## src/rtl/nibble_serial_adder.sv

```systemverilog
// nibble_serial_adder: serial multi-word add controller for an external 4-bit
// ripple-carry adder. Operands are latched on start and fed to the adder one
// nibble per cycle. The adder's carry-out is fed back as the next carry-in, and
// each sum nibble is collected into sum_out.
module nibble_serial_adder #(
  parameter int unsigned NIBBLES = 4
) (
  input  logic                 clk,
  input  logic                 rst,
  input  logic                 start,
  input  logic [4*NIBBLES-1:0] a_in,
  input  logic [4*NIBBLES-1:0] b_in,
  input  logic                 cin_in,
  output logic [3:0]           add_a,
  output logic [3:0]           add_b,
  output logic                 add_cin,
  input  logic [3:0]           add_s,
  input  logic                 add_cout,
  output logic                 busy,
  output logic                 done,
  output logic [4*NIBBLES-1:0] sum_out,
  output logic                 cout_out
);

  localparam int unsigned W  = 4 * NIBBLES;
  localparam int unsigned IW = $clog2(NIBBLES);
  localparam logic [IW-1:0] LAST_IDX = IW'(NIBBLES - 1);

  typedef enum logic [1:0] {
    IDLE = 2'd0,
    RUN  = 2'd1,
    DONE = 2'd2
  } state_t;

  state_t          state;
  logic [IW-1:0]   idx;
  logic            carry;
  logic [W-1:0]    a_reg;
  logic [W-1:0]    b_reg;
  logic [IW+1:0]   bit_base;

  // Bit offset of the current nibble within the operand words.
  assign bit_base = {idx, 2'b00};

  // Present the current nibble and carry to the adder while running, zero otherwise.
  always_comb begin
    add_a   = 4'd0;
    add_b   = 4'd0;
    add_cin = 1'b0;
    if (state == RUN) begin
      add_a   = a_reg[bit_base +: 4];
      add_b   = b_reg[bit_base +: 4];
      add_cin = carry;
    end
  end

  // Controller FSM: latch operands, step through the nibbles, pulse done.
  always_ff @(posedge clk or posedge rst) begin
    if (rst) begin
      state    <= IDLE;
      idx      <= '0;
      carry    <= 1'b0;
      a_reg    <= '0;
      b_reg    <= '0;
      sum_out  <= '0;
      cout_out <= 1'b0;
      busy     <= 1'b0;
      done     <= 1'b0;
    end else begin
      case (state)
        IDLE: begin
          done <= 1'b0;
          if (start) begin
            a_reg    <= a_in;
            b_reg    <= b_in;
            carry    <= cin_in;
            idx      <= '0;
            sum_out  <= '0;
            cout_out <= 1'b0;
            busy     <= 1'b1;
            state    <= RUN;
          end
        end
        RUN: begin
          sum_out[bit_base +: 4] <= add_s;
          carry                  <= add_cout;
          if (idx == LAST_IDX) begin
            // Last nibble: the adder carry-out becomes the final carry.
            cout_out <= add_cout;
            idx      <= '0;
            done     <= 1'b1;
            state    <= DONE;
          end else begin
            idx <= idx + IW'(1);
          end
        end
        DONE: begin
          // Result is valid for exactly this cycle; return to idle regardless of start.
          done  <= 1'b0;
          busy  <= 1'b0;
          state <= IDLE;
        end
        default: begin
          done  <= 1'b0;
          busy  <= 1'b0;
          state <= IDLE;
        end
      endcase
    end
  end

endmodule

```

## config.mk

```make
export PLATFORM = sky130hd
export DESIGN_NAME = nibble_serial_adder
export DESIGN_NICKNAME = d
export VERILOG_FILES = /design/src/rtl/nibble_serial_adder.sv
export SDC_FILE = /design/constraint.sdc
export NUM_CORES = 1
export LEC_CHECK = 0
export CAP_MARGIN = 20
export CELL_PAD_IN_SITES_DETAIL_PLACEMENT = 1
export CELL_PAD_IN_SITES_GLOBAL_PLACEMENT = 1
export CORE_MARGIN = 4
export CORE_UTILIZATION = 39
export CTS_CLUSTER_SIZE = 14
export DETAILED_ROUTE_END_ITERATION = 8
export GPL_TIMING_DRIVEN = 0
export PLACE_DENSITY = 0.82
export SKIP_LAST_GASP = 1
export SLEW_MARGIN = 10
export SYNTH_ARGS = -nofsm -noshare
export SYNTH_HDL_FRONTEND = slang
export SYNTH_SLANG_ARGS = --single-unit
```

## constraint.sdc

```tcl
create_clock -name clk -period 2.66 [get_ports clk]
set_input_delay 0.266 -clock clk [delete_from_list [all_inputs] [get_ports clk]]
set_output_delay 0.266 -clock clk [all_outputs]
set_load 0.005 [all_outputs]
```

# Word-level counts from Yosys, hierarchy flattened
# Cells that the tools add are included.
# op_classes
bitwise_logic,1
multipliers,0
muxes,21
order_cmp,0
div,0
shifts,4
n_addsub,2
reduce_logical,7
eq_ne,4
# ops
op,n
$pmux W16 S2,1
$shiftx A16 B5 Y4,2
$bwmux W16,1
$mux W16,1
$shift A4 B6 Y16 const A,1
$shiftx A4 B6 Y16,1
$mux W2,4
$mux W4,2
$pmux W2 S2,2
$reduce_and A2 Y1,4
$mux W1,7
$neg A4 Y6,1
$pmux W1 S2,3
$reduce_and A3 Y1,1
$add A2 B1 Y2 const B,1
$eq A2 B1 Y1 const B,1
$eq A2 B2 Y1 const B,1
$logic_not A2 Y1,1
$ne A2 B1 Y1 const B,1
$ne A2 B2 Y1 const B,1
$reduce_bool A2 Y1,1
$not A1 Y1,1
# totals
latch_bits,0
ramBits,0
word_cells,48
ff_bits,56
mem_count,0
in_bits,41
mem_bits_ro,0
out_inout_bits,28

# Logic depth before layout (Yosys ltp)
# Gate-level depths: netlist of the first run.
# depth
depth_word,4
depth_mapped,7
depth_no_buf,5

# Worst setup path before layout of the first run
# Ideal clock, no wire load.
# synth_timing
kind,reg2reg
from,reg idx[1]
to,reg sum_out[0]
required_time_ns,2.593
path_stages_with_launch,7
n_path_buf,1
arrival_time_ns,1.787
slack_ns,0.806
setup_ns,0.067
synth_period_minus_slack_ns,1.854
cell_sequence,dfrtp_1 clkbuf_1 inv_1 ha_1 nand2b_1 nor4b_2 a22o_1
# synth_via
elab_chain_cells,4
elab_cells_between_ends,5
cone_classes,add/sub (1); shift (2); mux (2)
# synth_rtl
item,line,rtl
from (decl),36,logic [IW-1:0] idx;
from (signal assigned),94,idx <= idx + IW'(1);
$neg A4 Y6 *,85,sum_out[bit_base +: 4] <= add_s;
$shiftx A4 B6 Y16 or $shift A4 B6 Y16 (tied branches),85,
$bwmux W16 *,85,
$pmux W16 S2 *,70,case (state)
"to (signal, indexed assignment)",85,
to (decl),21,"output logic [4*NIBBLES-1:0] sum_out,"
# Every way passes the cells marked *; elsewhere a longest branch is shown, timed or not.
# A chain may end at the register's enable or synchronous reset.

# Worst setup path after layout of the first run
# layout_timing
from,reg idx[0]
to,out add_b[0]
# layout_via
elab_chain_cells,2
# layout_rtl
item,line,rtl
$shiftx A16 B5 Y4,52,add_b = b_reg[bit_base +: 4];
$mux W4,50,if (state == RUN) begin
to (decl),15,"output logic [3:0] add_b,"
# No other way between the ends.

==> results of run 1 <==
-- cell families after synthesis --
group | share of synthesized area [%]
compound gates | 8.48
fa+ha+maj | 2.94
buf+inv | 3.28
flops | 54.9
mux | 22.0
simple gates | 8.38
-- layout by cell type (no fill, tap or decap), drive strengths merged --
cell and count:
clkdlybuf4s50 68, nor3b 1, and2b 1, nor4 1, nor4b 1, o21ai 1
nand2 7, and2 10, and3 2, a21oi 2, inv 4, mux4 8
a22o 17, dfrtp 56, nand2b 3, nand3 2, clkinvlp 1, and4b 1
clkbuf 9, mux2 32, nor2 3, ha 6, buf 8, or3b 1
a22oi 1, o31ai 2, a21o 4
-- worst paths after layout --
kind,startpoint,endpoint,slack (ns),depth (start not counted)
setup / recovery,idx[0]$_DFFE_PP0P_,add_b[0],0.20,5
hold / removal,rst,b_reg[2]$_DFFE_PP0P_,0.36,2
setup reg to reg,idx[1]$_DFFE_PP0P_,sum_out[0]$_DFFE_PP0P_,0.42,6
hold reg to reg,b_reg[15]$_DFFE_PP0P_,b_reg[15]$_DFFE_PP0P_,0.49,1
max in group asynchronous,rst,a_reg[11]$_DFFE_PP0P_,1.74,3
min in group clk,b_reg[15]$_DFFE_PP0P_,b_reg[15]$_DFFE_PP0P_,0.49,1
-- per-stage QoR --
stage          utilization (%)  hold WS, ns  std cells  area, sq um  power (mW)
5_1_grt                   54.2        0.440        329         3440        3.88
3_5_place_dp              52.8        0.471        321         3350        3.16
4_1_cts                   54.2        0.385        329         3440        3.64
6_report                  54.2        0.360        329         3440        3.57
2_1_floorplan                -        0.394        175         2550        2.46
3_3_place_gp              52.5        0.460        320         3330        3.10
-- worst max-delay path, stage by stage, from the launching register on --
cell	delay, ns
dfrtp_1	0.43
buf_6	0.16
buf_8	0.14
mux4_1	0.53
and2_1	0.18
clkdlybuf4s50_1	0.45
-- final cells by class --
type                            instances  area share, %
Buffer                                  9           2.00
Clock buffer                            7           2.51
Clock inverter                          1          0.218
Inverter                                4          0.436
Multi-Input combinational cell        106           31.0
Sequential cell                        56           40.7
Tap cell                               77           2.80
Timing Repair Buffer                   69           20.3
-- routing by layer --
metal | share of wire [%] | global-route usage, % | vias to the layer above
li1 | - | - | 791
met1 | 42 | 19.0 | 862
met2 | 52 | 26.2 | 45
met3 | 5.4 | 3.41 | 5
met4 | 0.94 | 3.71 | 0
met5 | 0 | 0 | -
-- power breakdown --
part	switching [mW]	internal (mW)
clock	0.268	0.212
combinational	0.637	1.05
sequential	0.190	1.21
total	1.10	2.48
==> run summary, run 1 <==
outcome: finished, final reports clean
ant diodes: 0
EDFF count, synth: 0
first-pass GRT wire length: 9090 um
Fillers: 647
later-pin clock latency in the skew report: 0.30 ns
register area share after synthesis: 54.9%
Peak Freq: 407 MHz
Max Cap Violations: 0
total gr overflow: 0
commonest cells in the netlist: dfrtp_1, mux2_2, a22o_1
die area: 0.00791 sq mm
hpwl dp: 4240 um
P_leak: 1.48 nW
clock-pin slew on the worst setup and hold paths: 0.10 ns
Num CTS Buffers: 5
Die Span X: 88.9 um
maximum VDD drop: 454 uV
Layout area overhead: 34.9%
#FFs+latches synth: 56
share of flip-flops with an asynchronous set or reset: 100%
register area: 0.00140 sq mm
final-report max-slew violation count: 0
hold crit path type: primary input to asynchronous set/reset pin
post-CTS setup buffer count: 0
Max-slew headroom: 57.5%
WL per Instance: 16.5 um
Netlist cell types: 30
clk sinks: 56
worst slack, placed: 0.391 ns
Top FF cell, synth: dfrtp_1
post-route ant nets: 0
htree depth: 2
Crit Path Category: flip-flop to primary output
clk_skew: 0.00841 ns
Synth Instances: 175
Worst EP arrival: 2.19 ns
Post-layout nets: 298
Yosys warnings: 0
clock root cell: clkbuf_8
CORE AREA: 0.00635 sq mm
top area cells in the synthesized netlist: dfrtp_1, mux2_2, mux4_1
CP startpoint kind: flip-flop
Setup TNS Final: 0 ns
Initial DRC Count: 41
Site Rows: 29
Tmin final: 2.46 ns
CTS tree: built
Hold Buf Count CTS: 0
most common cell in the netlist: dfrtp_1
vias in the first global route: 1864
drt first pass iters: 4
initial core utilization: 40.2%
Die Ht: 88.9 um
RSZ-0062 raised after global routing: false
total track usage: 15.1%
via count: 1703
final worst path period share: 92.4%
worst-path fanout max: 10
Worst setup EP type: primary output
setup ws final: 0.202 ns
cts repair resizes: 0
Setup-failing EPs final: 0
fraction of layout cells with a size suffix above 1: 19.8%
syn_area_per_cell: 14.6 sq um
IO Count: 69
actual slew at the worst max-slew pin: 0.637 ns
largest net degree at the start of global routing: 31
Critical Path RT: 2.39 ns
top cell type by total area after synthesis: dfrtp_1
Yosys top cell area share: 54.9%
Synth Cell Area: 0.00255 sq mm
RePlAce Congestion: 0.765
number of vias per cell: 5.18
syn_nets: 222
area of the multi-input gates: 0.00107 sq mm
initial antenna violation count: 0
DRC: 0
Port Buf Inserts: 68
Clock Path Buffers: 2
Power per Cell Area: 1040 mW/mm^2
final hold violation count: 0
final wirelength: 5410 um
No activity file was read; power rests on OpenSTA's default activity.
==> run 2: changes to the inputs <==
SLEW_MARGIN = not set   (was 10)
==> run 2 against run 1 <==
  * Total power grew 0.18%
  * Utilization is the same
  * Sequential share of layout area is the same
  * Routed wire length grew 1.5%
  * Final cell count is the same
  * Die area is the same
  * Cell area is the same
  * Critical path depth is the same
  * Worst hold slack lost 0.094 ns
  * Register-to-register slack lost 0.02 ns
  * Clock power is essentially flat
==> run summary, run 2 (same netlist as run 1, synthesis figures left out) <==
outcome: finished, final reports clean
hold crit path type: primary input to asynchronous set/reset pin
final wirelength: 5500 um (+1.5%)
largest net degree at the start of global routing: 40 (+29%)
clk_skew: 0.00848 ns (+0.0000684 ns)
actual slew at the worst max-slew pin: 0.483 ns (-0.154 ns)
Crit Path Category: flip-flop to primary output
area of the multi-input gates: 0.00107 sq mm (unchanged)
vias in the first global route: 1862 (-0.11%)
Layout area overhead: 34.9% (unchanged)
register area: 0.00140 sq mm (unchanged)
number of vias per cell: 5.11 (-1.2%)
worst-path cell chain: buf_6 -> buf_8 -> mux4_1 -> and2_1 -> clkdlybuf4s50_1
DP Area: 0.00335 sq mm (unchanged)
Finished Cell Area: 0.00344 sq mm (unchanged)
Critical R2R Launch: idx[1]$_DFFE_PP0P_
post-route ant nets: 0 (unchanged)
Tot Pwr: 3.58 mW (+0.18%)
R2R depth: 6 (unchanged)
Die Span X: 88.9 um (unchanged)
die area: 0.00791 sq mm (unchanged)
post-CTS setup buffer count: 0 (unchanged)
commonest non-fill, non-tap cells in the layout: clkdlybuf4s50_1, dfrtp_1, mux2_2, a22o_1, and2_1
Initial DRC Count: 42 (+2.4%)
first-pass GRT wire length: 9050 um (-0.46%)
CP startpoint kind: flip-flop
clock-pin slew on the worst setup and hold paths: 0.09 ns (about the same)
Clock Path Buffers: 2 (unchanged)
commonest non-fill, non-tap cell in the layout: clkdlybuf4s50_1
fraction of layout cells with a size suffix above 1: 19.8% (unchanged)
total track usage: 15.1% (+0.039 points)
Setup TNS Final: 0 ns (unchanged)
Setup-failing EPs final: 0 (unchanged)
ant diodes: 0 (unchanged)
Tmin final: 2.46 ns (+0.00538 ns)
CP delay by family, top: buffers and inverters
Power per Cell Area: 1040 mW/mm^2 (+0.18%)
maximum VDD drop: 478 uV (+5.3%)
final hold violation count: 0 (unchanged)
hpwl dp: 4210 um (-0.62%)
Max Cap Violations: 0 (unchanged)
Worst EP arrival: 2.20 ns (about the same)
CTS tree: built
met2 wire len: 2800 um (-0.28%)
via count: 1682 (-1.2%)
final-report max-slew violation count: 0 (unchanged)
cts repair resizes: 0 (unchanged)
clock root cell: clkbuf_8
number of buffers and inverters on the critical path: 3 (unchanged)
WL per Instance: 16.7 um (+1.5%)
drt first pass iters: 4 (unchanged)
wire length on met1: 2370 um (+5.0%)
worst slack, placed: 0.381 ns (-0.00975 ns)
Num CTS Buffers: 5 (unchanged)
total gr overflow: 0 (unchanged)
Slowest Stage Delay on Critical Path: 0.53 ns (about the same)
clk sinks: 56 (unchanged)
initial core utilization: 40.2% (unchanged)
met3 WL: 258 um (-13%)
slowest CP cell: mux4_1
DR top layer: met4
Fillers: 645 (-0.31%)
critical path depth: 5 (unchanged)
Hold Buf Count CTS: 0 (unchanged)
Post-layout nets: 298 (unchanged)
CORE AREA: 0.00635 sq mm (unchanged)
RePlAce Congestion: 0.765 (unchanged)
Site Rows: 29 (unchanged)
fin cells: 329 (unchanged)
setup ws final: 0.196 ns (-0.00538 ns)
later-pin clock latency in the skew report: 0.30 ns (about the same)
IO Count: 69 (unchanged)
worst-path fanout max: 10 (unchanged)
Port Buf Inserts: 68 (unchanged)
htree depth: 2 (unchanged)
Worst setup EP type: primary output
Die Ht: 88.9 um (unchanged)
placed insts: 321 (unchanged)
Peak Freq: 406 MHz (-0.22%)
Max-slew headroom: 67.8% (+10 points)
DRC: 0 (unchanged)
RSZ-0062 raised after global routing: false
crit path from: idx[0]$_DFFE_PP0P_
Critical Path RT: 2.39 ns (about the same)
final worst path period share: 92.6% (+0.20 points)
P_leak: 1.48 nW (unchanged)
initial antenna violation count: 0 (unchanged)
## run 2: cell counts in the layout (fill, tap and decap cells not counted)
No cell type changed its count.
## run 2: per-stage QoR
step	util [%]	hold WS, ns
5_1_grt	54.2	0.301
3_5_place_dp	52.8	0.471
2_1_floorplan	-	0.394
3_3_place_gp	52.5	0.460
4_1_cts	54.2	0.270
6_report	54.2	0.266
## run 2: worst paths after layout
| check | endpoint | slack, ns |
|---|---|---|
| max in group asynchronous | idx[0]$_DFFE_PP0P_ | 1.86 |
| min in group clk | b_reg[15]$_DFFE_PP0P_ | 0.49 |
| worst max register to register | sum_out[3]$_DFFE_PP0P_ | 0.40 |
| worst max-delay path | add_b[0] | 0.20 |
| worst min-delay path | sum_out[1]$_DFFE_PP0P_ | 0.27 |
| worst min register to register | b_reg[15]$_DFFE_PP0P_ | 0.49 |
## run 2: area by class of cell
cell class                      instances  area share [%]
Clock buffer                            7            2.51
Tap cell                               77            2.80
Timing Repair Buffer                   69            20.3
Clock inverter                          1           0.218
Buffer                                  9            2.00
Multi-Input combinational cell        106            31.0
Inverter                                4           0.436
Sequential cell                        56            40.7
## run 2: worst register-to-register path: stages, from the launching register on
cell and delay [ns]:
dfrtp_1 0.42, clkbuf_1 0.41, inv_1 0.19, ha_1 0.35
nand2b_1 0.20, nor4b_2 0.43, a22o_1 0.20
## run 2: layer usage
metal / vias up / global-route usage [%]
met3: 6 / 2.95
met5: - / 0
met4: 0 / 4.53
met1: 837 / 19.2
met2: 47 / 26.2
li1: 792 / -
## run 2: where the power goes
group          switching (mW)  internal [mW]
sequential              0.190           1.21
combinational           0.646           1.06
clock                   0.266          0.212
total                    1.10           2.48
